**config.mk**
```make
export PLATFORM = sky130hd
export DESIGN_NAME = rr_arbiter16
export DESIGN_NICKNAME = d
export VERILOG_FILES = /design/src/rtl/arb16_pkg.sv /design/src/rtl/decoder_4_to_16_bh.sv /design/src/rtl/rr_arbiter16.sv
export SDC_FILE = /design/constraint.sdc
export NUM_CORES = 1
export LEC_CHECK = 0
export ABC_AREA = 1
export CAP_MARGIN = 20
export CORE_MARGIN = 2
export CORE_UTILIZATION = 40
export CTS_CLUSTER_DIAMETER = 30
export DETAILED_ROUTE_END_ITERATION = 16
export HOLD_SLACK_MARGIN = 0.02
export SLEW_MARGIN = 15
export SYNTH_ARGS = -nofsm -noshare
export SYNTH_HDL_FRONTEND = slang
export SYNTH_SLANG_ARGS = --single-unit
```
**constraint.sdc**
```tcl
create_clock -name clk -period 3.17 [get_ports clk]
set_input_delay 0.317 -clock clk [delete_from_list [all_inputs] [get_ports clk]]
set_output_delay 0.317 -clock clk [all_outputs]
set_load 0.005 [all_outputs]
```
**src/rtl/arb16_pkg.sv**
```systemverilog
// Shared definitions for the 16-way round-robin arbiter:
// the state encoding and the fixed requester/index sizes.
package arb16_pkg;

    localparam int N_REQ = 16;
    localparam int IDX_W = $clog2(N_REQ);

    typedef enum logic [1:0] {
        IDLE = 2'b00,
        BUSY = 2'b01,
        GAP  = 2'b10
    } arb_state_t;

endpackage

```
**src/rtl/decoder_4_to_16_bh.sv**
```systemverilog
// Behavioural 4-to-16 decoder with enable.
// It turns the registered grant index into the one-hot grant bus.
module decoder_4_to_16_bh (
    input  logic [3:0]  A,
    input  logic        E,
    output logic [15:0] Y
);

    always_comb begin
        Y = '0;
        if (E) begin
            Y[A] = 1'b1;
        end
    end

endmodule

```
**src/rtl/rr_arbiter16.sv**
```systemverilog
// Round-robin arbiter for 16 requesters with bounded hold time.
// Each handover inserts one dead cycle, so two grants are never active together.
module rr_arbiter16
    import arb16_pkg::*;
#(
    parameter int MAX_HOLD = 8
) (
    input  logic             clk,
    input  logic             rst_n,
    input  logic [N_REQ-1:0] req,
    output logic [N_REQ-1:0] gnt,
    output logic [IDX_W-1:0] gnt_idx,
    output logic             gnt_valid,
    output logic             preempt
);

    localparam int HC_W = $clog2(MAX_HOLD);
    localparam logic [HC_W-1:0] HOLD_LAST = HC_W'(MAX_HOLD - 1);

    arb_state_t       state;
    logic [IDX_W-1:0] ptr;
    logic [HC_W-1:0]  hold_cnt;
    logic             pick_found;
    logic [IDX_W-1:0] pick_idx;
    logic             others_req;

    // Scans from farthest to nearest so the candidate closest after p wins.
    function automatic logic [IDX_W:0] find_next(input logic [N_REQ-1:0] r,
                                                 input logic [IDX_W-1:0] p);
        logic [IDX_W:0]   res;
        logic [IDX_W-1:0] idx;
        res = '0;
        for (int k = N_REQ; k >= 1; k--) begin
            idx = p + IDX_W'(k);
            if (r[idx]) begin
                res = {1'b1, idx};
            end
        end
        return res;
    endfunction

    always_comb begin
        {pick_found, pick_idx} = find_next(req, ptr);
        others_req = |(req & ~(N_REQ'(1) << gnt_idx));
    end

    always_ff @(posedge clk) begin
        if (!rst_n) begin
            state     <= IDLE;
            gnt_idx   <= '0;
            ptr       <= '1;
            hold_cnt  <= '0;
            gnt_valid <= 1'b0;
            preempt   <= 1'b0;
        end else begin
            preempt <= 1'b0;
            case (state)
                IDLE, GAP: begin
                    if (pick_found) begin
                        state     <= BUSY;
                        gnt_idx   <= pick_idx;
                        hold_cnt  <= '0;
                        gnt_valid <= 1'b1;
                    end else begin
                        state     <= IDLE;
                        gnt_valid <= 1'b0;
                    end
                end
                BUSY: begin
                    // A release wins over expiry, so it never raises preempt.
                    if (!req[gnt_idx]) begin
                        state     <= GAP;
                        ptr       <= gnt_idx;
                        gnt_valid <= 1'b0;
                    end else if (hold_cnt == HOLD_LAST) begin
                        if (others_req) begin
                            state     <= GAP;
                            ptr       <= gnt_idx;
                            gnt_valid <= 1'b0;
                            preempt   <= 1'b1;
                        end else begin
                            hold_cnt <= '0;
                        end
                    end else begin
                        hold_cnt <= hold_cnt + 1'b1;
                    end
                end
                default: begin
                    state     <= IDLE;
                    gnt_valid <= 1'b0;
                end
            endcase
        end
    end

    decoder_4_to_16_bh u_dec (
        .A (gnt_idx),
        .E (gnt_valid),
        .Y (gnt)
    );

endmodule

```
* Word-level counts from Yosys, hierarchy flattened
Cells that the tools add are included.
Word-level totals: flip-flop bits (word level) 15, bits in latches 0, RAM bits 0, ROM bits 0, input port bits 18, output and inout bits 22, memories 0
Cells by class: $add $sub $neg 16, $mul 0, div/mod/pow operators 0, order comparisons 18, equality and inequality tests 10, shift operators 1, multiplexer cells 72, bitwise operators 2, reduce and logical (&&, ||, !) cells 10
Operator list (count):
- $lt 4x5->1 const B | 17
- $mux 5 | 16
- $bmux 1 s4 | 17
- $add 4x4->4 const B | 8
- $mux 1 | 24
- $add 4x3->4 const B | 4
- $and 16x16->16 | 1
- $mux 16 | 1
- $not 16->16 | 1
- $reduce_or 16->1 | 1
- $shl 1x4->16 const A | 1
- $mux 3 | 4
- $mux 4 | 3
- $ne 3x3->1 const B | 3
- $add 4x2->4 const B | 2
- $reduce_and 4->1 | 2
- $mux 2 | 3
- $ne 2x2->1 const B | 3
- $pmux 3 s2 | 1
- $add 4x1->4 const B | 1
- $demux 1 s4 | 1
- $ge 4x1->1 const B | 1
- $pmux 2 s2 | 1
- $reduce_and 2->1 | 2
- other kinds (11) | 11

* Logic depth before layout (Yosys ltp)
Gate-level depths: netlist of run 1.
depth after elaboration 20, depth in mapped cells 31

* By module
From an unflattened synthesis of run 1, not the netlist that was laid out.
Unflattened totals: cell total of the unflattened synthesis 519, area total of the unflattened synthesis 2960.3 um^2
Modules (own cells, without submodules):
- rr_arbiter16 | instances 1, cells each 487, area each 2834.0 um^2, sequential area each 300.3 um^2
- decoder_4_to_16_bh | instances 1, cells each 32, area each 126.4 um^2, sequential area each 0.0 um^2

* Worst setup path before layout of run 1
OpenSTA, ideal clock, no wires.
path kind register -> register, from reg ptr[1], to reg hold_cnt[0], data arrival time 2.597 ns, path slack 0.457 ns, cell stages (with the launch flop) 21, buffers on the path 2, period minus slack after synthesis 2.713 ns, path through dfxtp_1 -> inv_1 -> buf_2 -> ha_1 -> inv_1 -> buf_2 -> nand3_1 -> nand2_1 -> inv_1 -> nand2_1 -> o21ai_1 -> nand2_1 -> nand2_1 -> nor4_1 -> nand4_1 -> nand2_2 -> inv_2 -> nor2_4 -> inv_2 -> nor2_1 -> nor2_1
Between the ends: longest elaborated chain between the ends 20, elaborated cells on any way between the ends 65, those cells by class add/sub: 15; eq/ne: 1; mux: 48; reduce/logical: 1
Ends and longest elaborated chain:
- start, declared | RTL line rr_arbiter16.sv:21 | logic [IDX_W-1:0] ptr;
- start signal, assigned | RTL line rr_arbiter16.sv:73 | ptr <= gnt_idx;
- start signal, assigned | RTL line rr_arbiter16.sv:78 | ptr <= gnt_idx;
- $add 4x4->4 or $bmux 1 s4 (tied branches) | RTL line rr_arbiter16.sv:34, rr_arbiter16.sv:35
- $bmux 1 s4 or $mux 1 (tied branches) | RTL line rr_arbiter16.sv:35 | if (r[idx]) begin
- $mux 1 (implied by the code) or $mux 5 (tied branches) | RTL line rr_arbiter16.sv:35
- $mux 5 (14 in a row) | RTL line rr_arbiter16.sv:35
- $mux 5 (*) | RTL line rr_arbiter16.sv:35
- $ne 2x2->1 (no source line) (*)
- $reduce_and 4->1 (no source line) (*)
- end signal, assigned | RTL line rr_arbiter16.sv:85 | hold_cnt <= hold_cnt + 1'b1;
- end, declared | RTL line rr_arbiter16.sv:22 | logic [HC_W-1:0] hold_cnt;
Every way passes the cells marked *; elsewhere a longest branch is shown, timed or not. The select of a mux whose other input is x is not followed. A chain may end at the register's enable or synchronous reset.

* Final worst setup path of run 1
from reg ptr[1], to reg hold_cnt[1]
Same word-level chain as after synthesis.

==> results of run 1 <==
## critical path: cells and delay by family, from the launching register on
kind / cells / cell delay [ns]
AND/OR/NAND/NOR: 9 / 1.27
buffers and inverters: 6 / 0.69
adder cells (fa/ha/maj): 1 / 0.42
AO/OA/AOI/OAI: 1 / 0.06
flip-flops: 1 / 0.32
## cell usage after synthesis, drive strengths merged (2+ instances only)
library cell | instances | area [µm²]
nor4 | 2 | 12.51
nand2 | 213 | 817.0
nor3 | 9 | 45.04
nor2 | 32 | 150.1
dfxtp | 14 | 280.3
nand3 | 75 | 375.4
o21ai | 12 | 60.06
a21oi | 48 | 251.5
xor2 | 5 | 62.56
nand4 | 4 | 25.02
buf | 11 | 88.83
clkinv | 3 | 12.51
inv | 50 | 192.7
ha | 9 | 112.6
a22oi | 7 | 52.55
## cells in the final DEF, fill, tap and decap left out, drive strengths merged, types with 2 or more instances in the layout
cell,instances
nand2,213
nand4,4
dfxtp,14
nor2,32
nor3,9
nand3,75
clkdlybuf4s50,39
buf,13
a21oi,48
inv,50
o21ai,12
xor2,5
clkbuf,4
clkinv,3
a22oi,7
ha,9
nor4,2
## power by group through the flow
stage,Clock (µW),Combinational (µW),Sequential [µW]
floorplan,0,2030,269
global placement,0,2750,288
finish,170,2770,284
global route,184,3160,290
detailed placement,0,2720,286
CTS,174,2730,284
## worst paths after layout
path | to | startpoint | cells after the start | slack (ns)
worst max-delay path | hold_cnt[1]$_SDFFE_PN0P_ | ptr[1]$_SDFFE_PN1P_ | 17 | 0.29
worst min-delay path | hold_cnt[1]$_SDFFE_PN0P_ | hold_cnt[1]$_SDFFE_PN0P_ | 2 | 0.47
worst max register to register | hold_cnt[1]$_SDFFE_PN0P_ | ptr[1]$_SDFFE_PN1P_ | 17 | 0.29
worst min register to register | hold_cnt[1]$_SDFFE_PN0P_ | hold_cnt[1]$_SDFFE_PN0P_ | 2 | 0.47
## through the flow
step | worst slack [ns] | util, %
after floorplan | 0.4570 | -
after global placement | 0.1496 | 49.01
after detailed placement | 0.1822 | 49.01
after CTS | 0.1599 | 49.88
after global routing | 0.0008906 | 50.02
final | 0.2859 | 50.02
## cell families (layout without fill, tap and decap cells)
group / Yosys count / in the layout / synth area share [%]
simple gates: 336 / 336 / 55.34
compound gates: 72 / 72 / 15.72
flops: 14 / 14 / 10.77
buf+inv: 65 / 109 / 11.44
xor+xnor: 5 / 5 / 2.404
fa+ha+maj: 9 / 9 / 4.327
## state kept, by name (all words and copies together) (netlist names)
register	flops
gnt_idx	4
gnt_valid	1
hold_cnt	3
preempt	1
ptr	4
state	1
## final cells by class
| type | count | area share, % |
|---|---|---|
| inverter | 53 | 6.498 |
| clock buffer | 4 | 1.743 |
| sequential | 14 | 8.875 |
| timing repair buffer | 52 | 15.45 |
| tap | 77 | 3.051 |
| multi-input combinational | 422 | 64.38 |
## metal layers
layer	vias up	routed length (µm)	share of wire, %
met4	0	162	1.8
met3	13	458	5.1
met1	1494	4078	46
met5	-	0	0
li1	1727	-	-
met2	102	4210	47
==> out/results.txt, run 1 <==
Vias = 3336
Clock Skew = 0.004655 ns
Most used DFF post-synth = dfxtp_1
filler cell count = 709
hold_ws = 0.4703 ns
DIE WIDTH = 84.66 µm
layout cells sized above 1 = 8.807%
NumNets Final = 573
Crit-path slowest cell = ha_2
Overflow after GRT = 0
clock latency on the worst-skew pair = 0.24 ns
RSZ-0062 raised after global routing = false
Yosys warnings = 0
sw frac = 60.66%
Async SR Flop Fraction = 0%
CP max stage delay = 0.42 ns
Max Freq = 346.7 MHz
CTS tree = yes
DRC Markers = 0
switching power total = 1959 µW
Buffers on Ports = 39
clock period minus worst slack = 2.884 ns
cell with the most instances on the worst path = nand2_1
GRT Total Usage = 24.88%
HP Class = reg2reg
Pre-antenna DRT Iters = 5
Bufs on Longest Clock Path = 2
M3 GR Usage = 1.377%
final setup vio count = 0
Pint = 1271 µW
Post-Syn Instances = 501
FF+latch area = 280.3 µm²
Leak Pwr = 0.001611 µW
worst-margin pin slew = 0.4978 ns
Max Cap Violations = 0
CTS buffer count = 3
number of top-level pins = 40
design area = 3158 µm²
count of pins over their slew limit = 0
fin cells = 622
largest net degree at the start of global routing = 26
site row count = 29
CTS sink cnt = 14
Clk pin slew, worst setup/hold paths = 0.06 ns
root buf cell = clkbuf_8
DPL Wire Length = 7247 µm
required time of the critical path = 3.30 ns
area of placed instances = 3094 µm²
DRT iter0 DRCs = 183
antenna violations before repair = 0
DR WL/cell = 14.32 µm
Power Density = 1023 nW/µm²
number of global-route vias before repair = 3075
met2 usage = 42.02%
Post-Route WL = 8909 µm
EDFF count, synth = 0
first-pass GRT wire length = 14810 µm
Area Growth Syn to Fin = 21.35%
Comb pwr share = 85.9%
synthesized area = 2602 µm²
Die Ht = 84.66 µm
multi-input logic area = 2033 µm²
syn_area_per_cell = 5.195 µm²
crit-path cells = inv_1 > buf_4 > ha_2 > inv_1 > nand3_1 > nand2_1 > nand2_1 > nand2_1 > nor4_2 > buf_4 > nand4_1 > nand2_2 > inv_2 > nor2_4 > inv_2 > nand3_1 > a21oi_1
CP Capture Type = register
Post-Route Setup TNS = 0 ns
hold_buf cts = 0
GRT Max-Usage Layer = met2
Rel. slew slack = 66.61%
Inst Count DP = 618
crit path kind = reg2reg
Antenna Cells = 0
Yosys cell types = 33
Flop pwr share = 8.8%
Hold Violations, Final = 0
die area = 7167 µm²
Mapped Nets = 528
crit start category = register
flop and latch count out of synthesis = 14
Tot Pwr = 3229 µW
Clk pwr share = 5.3%
period utilization = 90.98%
Initial Utilization = 41.22%
met1 Track Usage GR = 34.64%
Core Area = 6314 µm²
htree depth = 1
DRT antenna net count = 0
Via-to-Cell Ratio = 5.363
Max VDD drop = 0.5762 mV
CP Max Fanout = 15
Worst Path Arrival = 3.01 ns
gp weighted congestion = 1.007
status = completed
Post-CTS Setup Inserts = 0
sequential-to-total area share from yosys stat = 10.77%
post-cts sizing count = 0
(Power assumes the default switching activity.)
==> inputs of run 2 (changes only) <==
--- a/config.mk
+++ b/config.mk
@@ -5,11 +5,11 @@
 export SDC_FILE = /design/constraint.sdc
 export NUM_CORES = 1
 export LEC_CHECK = 0
-export ABC_AREA = 1
 export CAP_MARGIN = 20
 export CORE_MARGIN = 2
 export CORE_UTILIZATION = 40
 export CTS_CLUSTER_DIAMETER = 30
+export CTS_CLUSTER_SIZE = 16
 export DETAILED_ROUTE_END_ITERATION = 16
 export HOLD_SLACK_MARGIN = 0.02
 export SLEW_MARGIN = 15
==> out/results.txt, run 2 <==
Core Area = 7807 µm² (was 6314 µm²)
CTS sink cnt = 14 (unchanged)
Most used DFF post-synth = dfxtp_1 (unchanged)
GRT Total Usage = 27.37% (was 24.88%)
DRT antenna net count = 0 (unchanged)
crit start category = register (unchanged)
period utilization = 98.76% (was 90.98%)
CTS buffer count = 3 (unchanged)
DR WL/cell = 18.28 µm (was 14.32 µm)
worst-margin pin slew = 0.5786 ns (was 0.4978 ns)
Buffers on Ports = 39 (unchanged)
fin cells = 639 (was 622)
Power Density = 1006 nW/µm² (was 1023 nW/µm²)
Async SR Flop Fraction = 0% (unchanged)
first-pass GRT wire length = 19220 µm (was 14810 µm)
Via-to-Cell Ratio = 6.002 (was 5.363)
final setup vio count = 0 (unchanged)
Pre-antenna DRT Iters = 4 (was 5)
number of global-route vias before repair = 3829 (was 3075)
synthesized area = 3257 µm² (was 2602 µm²)
DPL Wire Length = 9625 µm (was 7247 µm)
layout cells sized above 1 = 39.66% (was 8.807%)
CP Capture Type = register (unchanged)
most common library cell in the layout ignoring fill and taps = buf_4 (was nand2_1)
Die Ht = 94.24 µm (was 84.66 µm)
Max Freq = 319.4 MHz (was 346.7 MHz)
largest net degree at the start of global routing = 17 (was 26)
Inst Count DP = 625 (was 618)
Bufs on Longest Clock Path = 2 (unchanged)
clock period minus worst slack = 3.131 ns (was 2.884 ns)
root buf cell = clkbuf_8 (unchanged)
status = completed (unchanged)
Post-Syn Instances = 391 (was 501)
cell family with most CP delay = multiplexers (was simple AND/OR/NAND/NOR gates)
Max Cap Violations = 0 (unchanged)
die area = 8880 µm² (was 7167 µm²)
crit path from = ptr[0]$_SDFFE_PN1P_ (was ptr[1]$_SDFFE_PN1P_)
syn_area_per_cell = 8.330 µm² (was 5.195 µm²)
sequential-to-total area share from yosys stat = 8.605% (was 10.77%)
crit-path cells = buf_12 > mux4_2 > mux4_2 > or2_1 > nor4_2 > a31oi_1 > buf_4 > buf_4 > o21ai_2 > o21ai_1 > o311a_1 (was inv_1 > buf_4 > ha_2 > inv_1 > nand3_1 > nand2_1 > nand2_1 > nand2_1 > nor4_2 > buf_4 > nand4_1 > nand2_2 > inv_2 > nor2_4 > inv_2 > nand3_1 > a21oi_1)
Rel. slew slack = 61.38% (was 66.61%)
Area contributors post-synth = mux4_2 (22%), mux2i_1 (8.9%), dfxtp_1 (8.6%) (was nand2_1 (30%), nand3_1 (14%), dfxtp_1 (11%))
Hold Violations, Final = 0 (unchanged)
crit path kind = reg2reg (unchanged)
hold_ws = 0.4697 ns (was 0.4703 ns)
Max VDD drop = 0.3769 mV (was 0.5762 mV)
share of the synthesized area in the top cell type = 22.13% (was 29.71%)
Overflow after GRT = 0 (unchanged)
htree depth = 1 (unchanged)
reg2reg start = ptr[0]$_SDFFE_PN1P_ (was ptr[1]$_SDFFE_PN1P_)
NumNets Final = 565 (was 573)
design area = 4855 µm² (was 3158 µm²)
CTS tree = yes (unchanged)
Clk pin slew, worst setup/hold paths = 0.06 ns (about the same)
Crit-path slowest cell = mux4_2 (was ha_2)
required time of the critical path = 3.30 ns (about the same)
Yosys warnings = 0 (unchanged)
Yosys cell types = 66 (was 33)
DIE WIDTH = 94.24 µm (was 84.66 µm)
Commonest cells post-synth = nor2_1 (41), nand2_1 (34), mux4_2 (32), mux2i_1 (29), o21ai_0 (20) (was nand2_1 (206), nand3_1 (75), a21oi_1 (47), inv_1 (39), nor2_1 (26))
Clock Skew = 0.001036 ns (was 0.004655 ns)
antenna violations before repair = 0 (unchanged)
dominant cell type by area after synthesis = mux4_2 (was nand2_1)
WP buf/inv = 3 (was 6)
Post-Route Setup TNS = 0 ns (unchanged)
DRT iter0 DRCs = 172 (was 183)
CP max stage delay = 0.55 ns (was 0.42 ns)
gp weighted congestion = 0.9435 (was 1.007)
fin util = 62.18% (was 50.02%)
site row count = 32 (was 29)
Leak Pwr = 0.001990 µW (was 0.001611 µW)
Antenna Cells = 0 (unchanged)
HP Class = reg2reg (unchanged)
Top Registers = gnt_idx: 4 flops, ptr: 4 flops, hold_cnt: 3 flops (unchanged)
area of placed instances = 4628 µm² (was 3094 µm²)
EDFF count, synth = 0 (unchanged)
hold path start = hold_cnt[2]$_SDFFE_PN0P_ (was hold_cnt[1]$_SDFFE_PN0P_)
Initial Utilization = 41.71% (was 41.22%)
number of top-level pins = 40 (unchanged)
Post-Route WL = 11680 µm (was 8909 µm)
flop and latch count out of synthesis = 14 (unchanged)
Vias = 3835 (was 3336)
Area Growth Syn to Fin = 49.06% (was 21.35%)
RSZ-0062 raised after global routing = true (was false)
count of pins over their slew limit = 0 (unchanged)
Mapped Nets = 418 (was 528)
most frequent cell after synthesis = nor2_1 (was nand2_1)
CP Max Fanout = 7 (was 15)
clock latency on the worst-skew pair = 0.24 ns (about the same)
commonest cells after routing, fill and taps aside = buf_4 (128), nor2_1 (40), clkdlybuf4s50_1 (36) (was nand2_1 (206), nand3_1 (75), a21oi_1 (47))
Worst Path Arrival = 3.26 ns (was 3.01 ns)
DRC Markers = 0 (unchanged)
==> run 2: worst paths after layout <==
| check | endpoint | slack (ns) | cells after the start |
|---|---|---|---|
| worst max-delay path | gnt_idx[3]$_SDFFE_PN0P_ | 0.04 | 11 |
| worst max register to register | gnt_idx[3]$_SDFFE_PN0P_ | 0.04 | 11 |
| worst min-delay path | hold_cnt[2]$_SDFFE_PN0P_ | 0.47 | 2 |
| worst min register to register | hold_cnt[2]$_SDFFE_PN0P_ | 0.47 | 2 |
==> run 2: layout make-up <==
cell class / instances / area, µm²
well taps: 102 / 127.6
inverters: 15 / 66.31
clock buffers: 4 / 55.05
multi-input cells: 332 / 2882
repair buffers: 172 / 1433
flip-flops and latches: 14 / 291.5
fillers: 698 / 2953
==> run 2: stage by stage <==
stage,worst slack [ns],power (µW)
after floorplan,-0.1192,2768
after global placement,-0.1839,4393
after detailed placement,-0.2310,4408
after CTS,0.03428,4639
after global routing,-0.03440,5234
final,0.03918,4884
==> run 2: where the power goes <==
part | total (µW) | internal [µW] | switching [µW]
clock | 172 | 110 | 62.4
sequential | 320 | 221 | 99.3
combinational | 4390 | 2270 | 2120
total | 4880 | 2600 | 2290
==> run 2: kinds of logic after synthesis <==
| group | synth area share, % |
|---|---|
| buf+inv | 6.800 |
| fa+ha+maj | 3.458 |
| mux | 38.11 |
| flops | 8.605 |
| compound gates | 21.59 |
| simple gates | 18.48 |
| xor+xnor | 2.958 |
==> run 2: routing by layer <==
metal,wire length [µm],track usage [%],vias up
li1,-,-,1810
met1,5139,37.09,1858
met2,5648,47.08,150
met3,735,3.050,17
met4,158,5.676,0
met5,0,0,-
==> run 2: timing repair <==
item / in CTS / in global routing
hold buffers: 0 / 0
endpoints found under the hold margin: 0 / 0
pin swaps: 1 / 9
resized for setup: 3 / 20
setup endpoints to repair: 2 / 7
buffers inserted: 3 / 7
==> run 2: worst min-delay path: stages, from the launching register on <==
cell,delay [ns]
dfxtp_1,0.32
nand2_1,0.05
a21boi_1,0.05
==> inputs of run 3 (changes only) <==
--- a/config.mk
+++ b/config.mk
@@ -6,12 +6,12 @@
 export NUM_CORES = 1
 export LEC_CHECK = 0
 export CAP_MARGIN = 20
-export CORE_MARGIN = 2
-export CORE_UTILIZATION = 40
+export CORE_UTILIZATION = 44
 export CTS_CLUSTER_DIAMETER = 30
 export CTS_CLUSTER_SIZE = 16
 export DETAILED_ROUTE_END_ITERATION = 16
 export HOLD_SLACK_MARGIN = 0.02
+export PLACE_DENSITY = 0.66
 export SLEW_MARGIN = 15
 export SYNTH_ARGS = -nofsm -noshare
 export SYNTH_HDL_FRONTEND = slang
==> out/results.txt, run 3 (synthesis results as in run 2) <==
Tot Pwr = 4938 µW (was 4884 µW)
fin cells = 625 (was 639)
commonest cells after routing, fill and taps aside = buf_4 (119), nor2_1 (39), clkdlybuf4s50_1 (36) (was buf_4 (128), nor2_1 (40), clkdlybuf4s50_1 (36))
Vias = 3865 (was 3835)
final setup vio count = 0 (unchanged)
Max VDD drop = 0.3753 mV (was 0.3769 mV)
Top Registers = gnt_idx: 4 flops, ptr: 4 flops, hold_cnt: 3 flops (unchanged)
CP Capture Type = register (unchanged)
Rel. slew slack = 50.32% (was 61.38%)
layout cells sized above 1 = 40.26% (was 39.66%)
Max Freq = 319.5 MHz (was 319.4 MHz)
crit start category = register (unchanged)
most common library cell in the layout ignoring fill and taps = buf_4 (unchanged)
Overflow after GRT = 0 (unchanged)
Buffers on Ports = 39 (unchanged)
Clk pin slew, worst setup/hold paths = 0.06 ns (about the same)
CTS buffer count = 3 (unchanged)
Area Growth Syn to Fin = 48.33% (was 49.06%)
CP Max Fanout = 8 (was 7)
Power Density = 1022 nW/µm² (was 1006 nW/µm²)
Bufs on Longest Clock Path = 2 (unchanged)
die area = 7750 µm² (was 8880 µm²)
Pint = 2592 µW (was 2599 µW)
site row count = 30 (was 32)
filler cell count = 574 (was 698)
Clk pwr share = 3.6% (was 3.5%)
DRT antenna net count = 0 (unchanged)
DRC Markers = 0 (unchanged)
DIE WIDTH = 88.04 µm (was 94.24 µm)
crit path from = ptr[0]$_SDFFE_PN1P_ (unchanged)
hold_ws = 0.4655 ns (was 0.4697 ns)
DRT iter0 DRCs = 248 (was 172)
Hold Violations, Final = 0 (unchanged)
largest net degree at the start of global routing = 19 (was 17)
Comb pwr share = 89.3% (was 89.9%)
Pre-antenna DRT Iters = 5 (was 4)
number of global-route vias before repair = 3623 (was 3829)
HP Class = reg2reg (unchanged)
RSZ-0062 raised after global routing = true (unchanged)
hold path start = hold_cnt[2]$_SDFFE_PN0P_ (unchanged)
NumNets Final = 557 (was 565)
clock period minus worst slack = 3.130 ns (was 3.131 ns)
clock latency on the worst-skew pair = 0.25 ns (was 0.24 ns)
htree depth = 1 (unchanged)
Leak Pwr = 0.001960 µW (was 0.001990 µW)
DPL Wire Length = 9569 µm (was 9625 µm)
status = completed (unchanged)
first-pass GRT wire length = 18870 µm (was 19220 µm)
reg2reg start = ptr[0]$_SDFFE_PN1P_ (unchanged)
Initial Utilization = 46.65% (was 41.71%)
Die Ht = 88.04 µm (was 94.24 µm)
period utilization = 98.73% (was 98.76%)
Via-to-Cell Ratio = 6.184 (was 6.002)
Post-Route WL = 12070 µm (was 11680 µm)
area of placed instances = 4563 µm² (was 4628 µm²)
count of pins over their slew limit = 0 (unchanged)
design area = 4831 µm² (was 4855 µm²)
Core Area = 6982 µm² (was 7807 µm²)
required time of the critical path = 3.31 ns (was 3.30 ns)
CTS sink cnt = 14 (unchanged)
number of top-level pins = 40 (unchanged)
Antenna Cells = 0 (unchanged)
hold_buf cts = 0 (unchanged)
fin util = 69.19% (was 62.18%)
sw frac = 47.51% (was 46.79%)
Max Cap Violations = 0 (unchanged)
CTS tree = yes (unchanged)
DR WL/cell = 19.31 µm (was 18.28 µm)
crit path kind = reg2reg (unchanged)
root buf cell = clkbuf_8 (unchanged)
Flop pwr share = 7.1% (was 6.6%)
antenna violations before repair = 0 (unchanged)
Clock Skew = 0.004783 ns (was 0.001036 ns)
Inst Count DP = 613 (was 625)
gp weighted congestion = 1.012 (was 0.9435)
switching power total = 2346 µW (was 2285 µW)
GRT Total Usage = 31.80% (was 27.37%)
worst-margin pin slew = 0.7442 ns (was 0.5786 ns)
Worst Path Arrival = 3.27 ns (was 3.26 ns)
[run 3: repair_timing]
action | CTS | global route
pin swaps | 3 | 8
resized for setup | 11 | 26
setup buffers | 2 | 6
setup endpoints to repair | 7 | 8
[run 3: critical path: stages, from the launching register on]
cell and delay [ns]:
dfxtp_4 0.48, buf_12 0.15, mux4_2 0.57, mux4_2 0.53
or2_4 0.28, nor4_4 0.32, a31oi_4 0.19, buf_4 0.18
nand2_1 0.04, o21ai_1 0.06, a32o_1 0.20
[run 3: layer usage]
metal  GRT usage [%]  vias to the layer above  part of all wire (%)
met5               0                        -                     0
met4           5.132                        0                   1.1
met3           1.791                       10                   5.5
met2           53.35                      163                    48
met1           45.96                     1904                    45
li1                -                     1788                     -
[run 3: stage by stage]
stage	setup WS, ns	TNS, ns
3_5_place_dp	-0.2961	-1.880
5_1_grt	-0.02223	-0.08612
2_1_floorplan	-0.1192	-0.1306
4_1_cts	0.02014	0
3_3_place_gp	-0.1663	-1.049
6_report	0.04022	0
[run 3: final timing paths]
check,endpoint,slack [ns],cells after the start
min reg2reg,hold_cnt[2]$_SDFFE_PN0P_,0.47,2
max reg2reg,gnt_idx[2]$_SDFFE_PN0P_,0.04,10
max,gnt_idx[2]$_SDFFE_PN0P_,0.04,10
min,hold_cnt[2]$_SDFFE_PN0P_,0.47,2
[run 3: power by group through the flow]
stage,Combinational (µW),Clock (µW),Sequential (µW)
after detailed placement,4040,0,343
final,4410,176,351
after global routing,4720,188,359
after global placement,3990,0,342
after floorplan,2510,0,256
after CTS,4110,178,346
[run 3: layout make-up]
class,count,area (µm²),area share [%]
timing repair buffer,164,1371,28.39
multi-input combinational,332,2929,60.63
tap,96,120.1,2.486
inverter,15,66.31,1.373
sequential,14,289.0,5.983
clock buffer,4,55.05,1.140
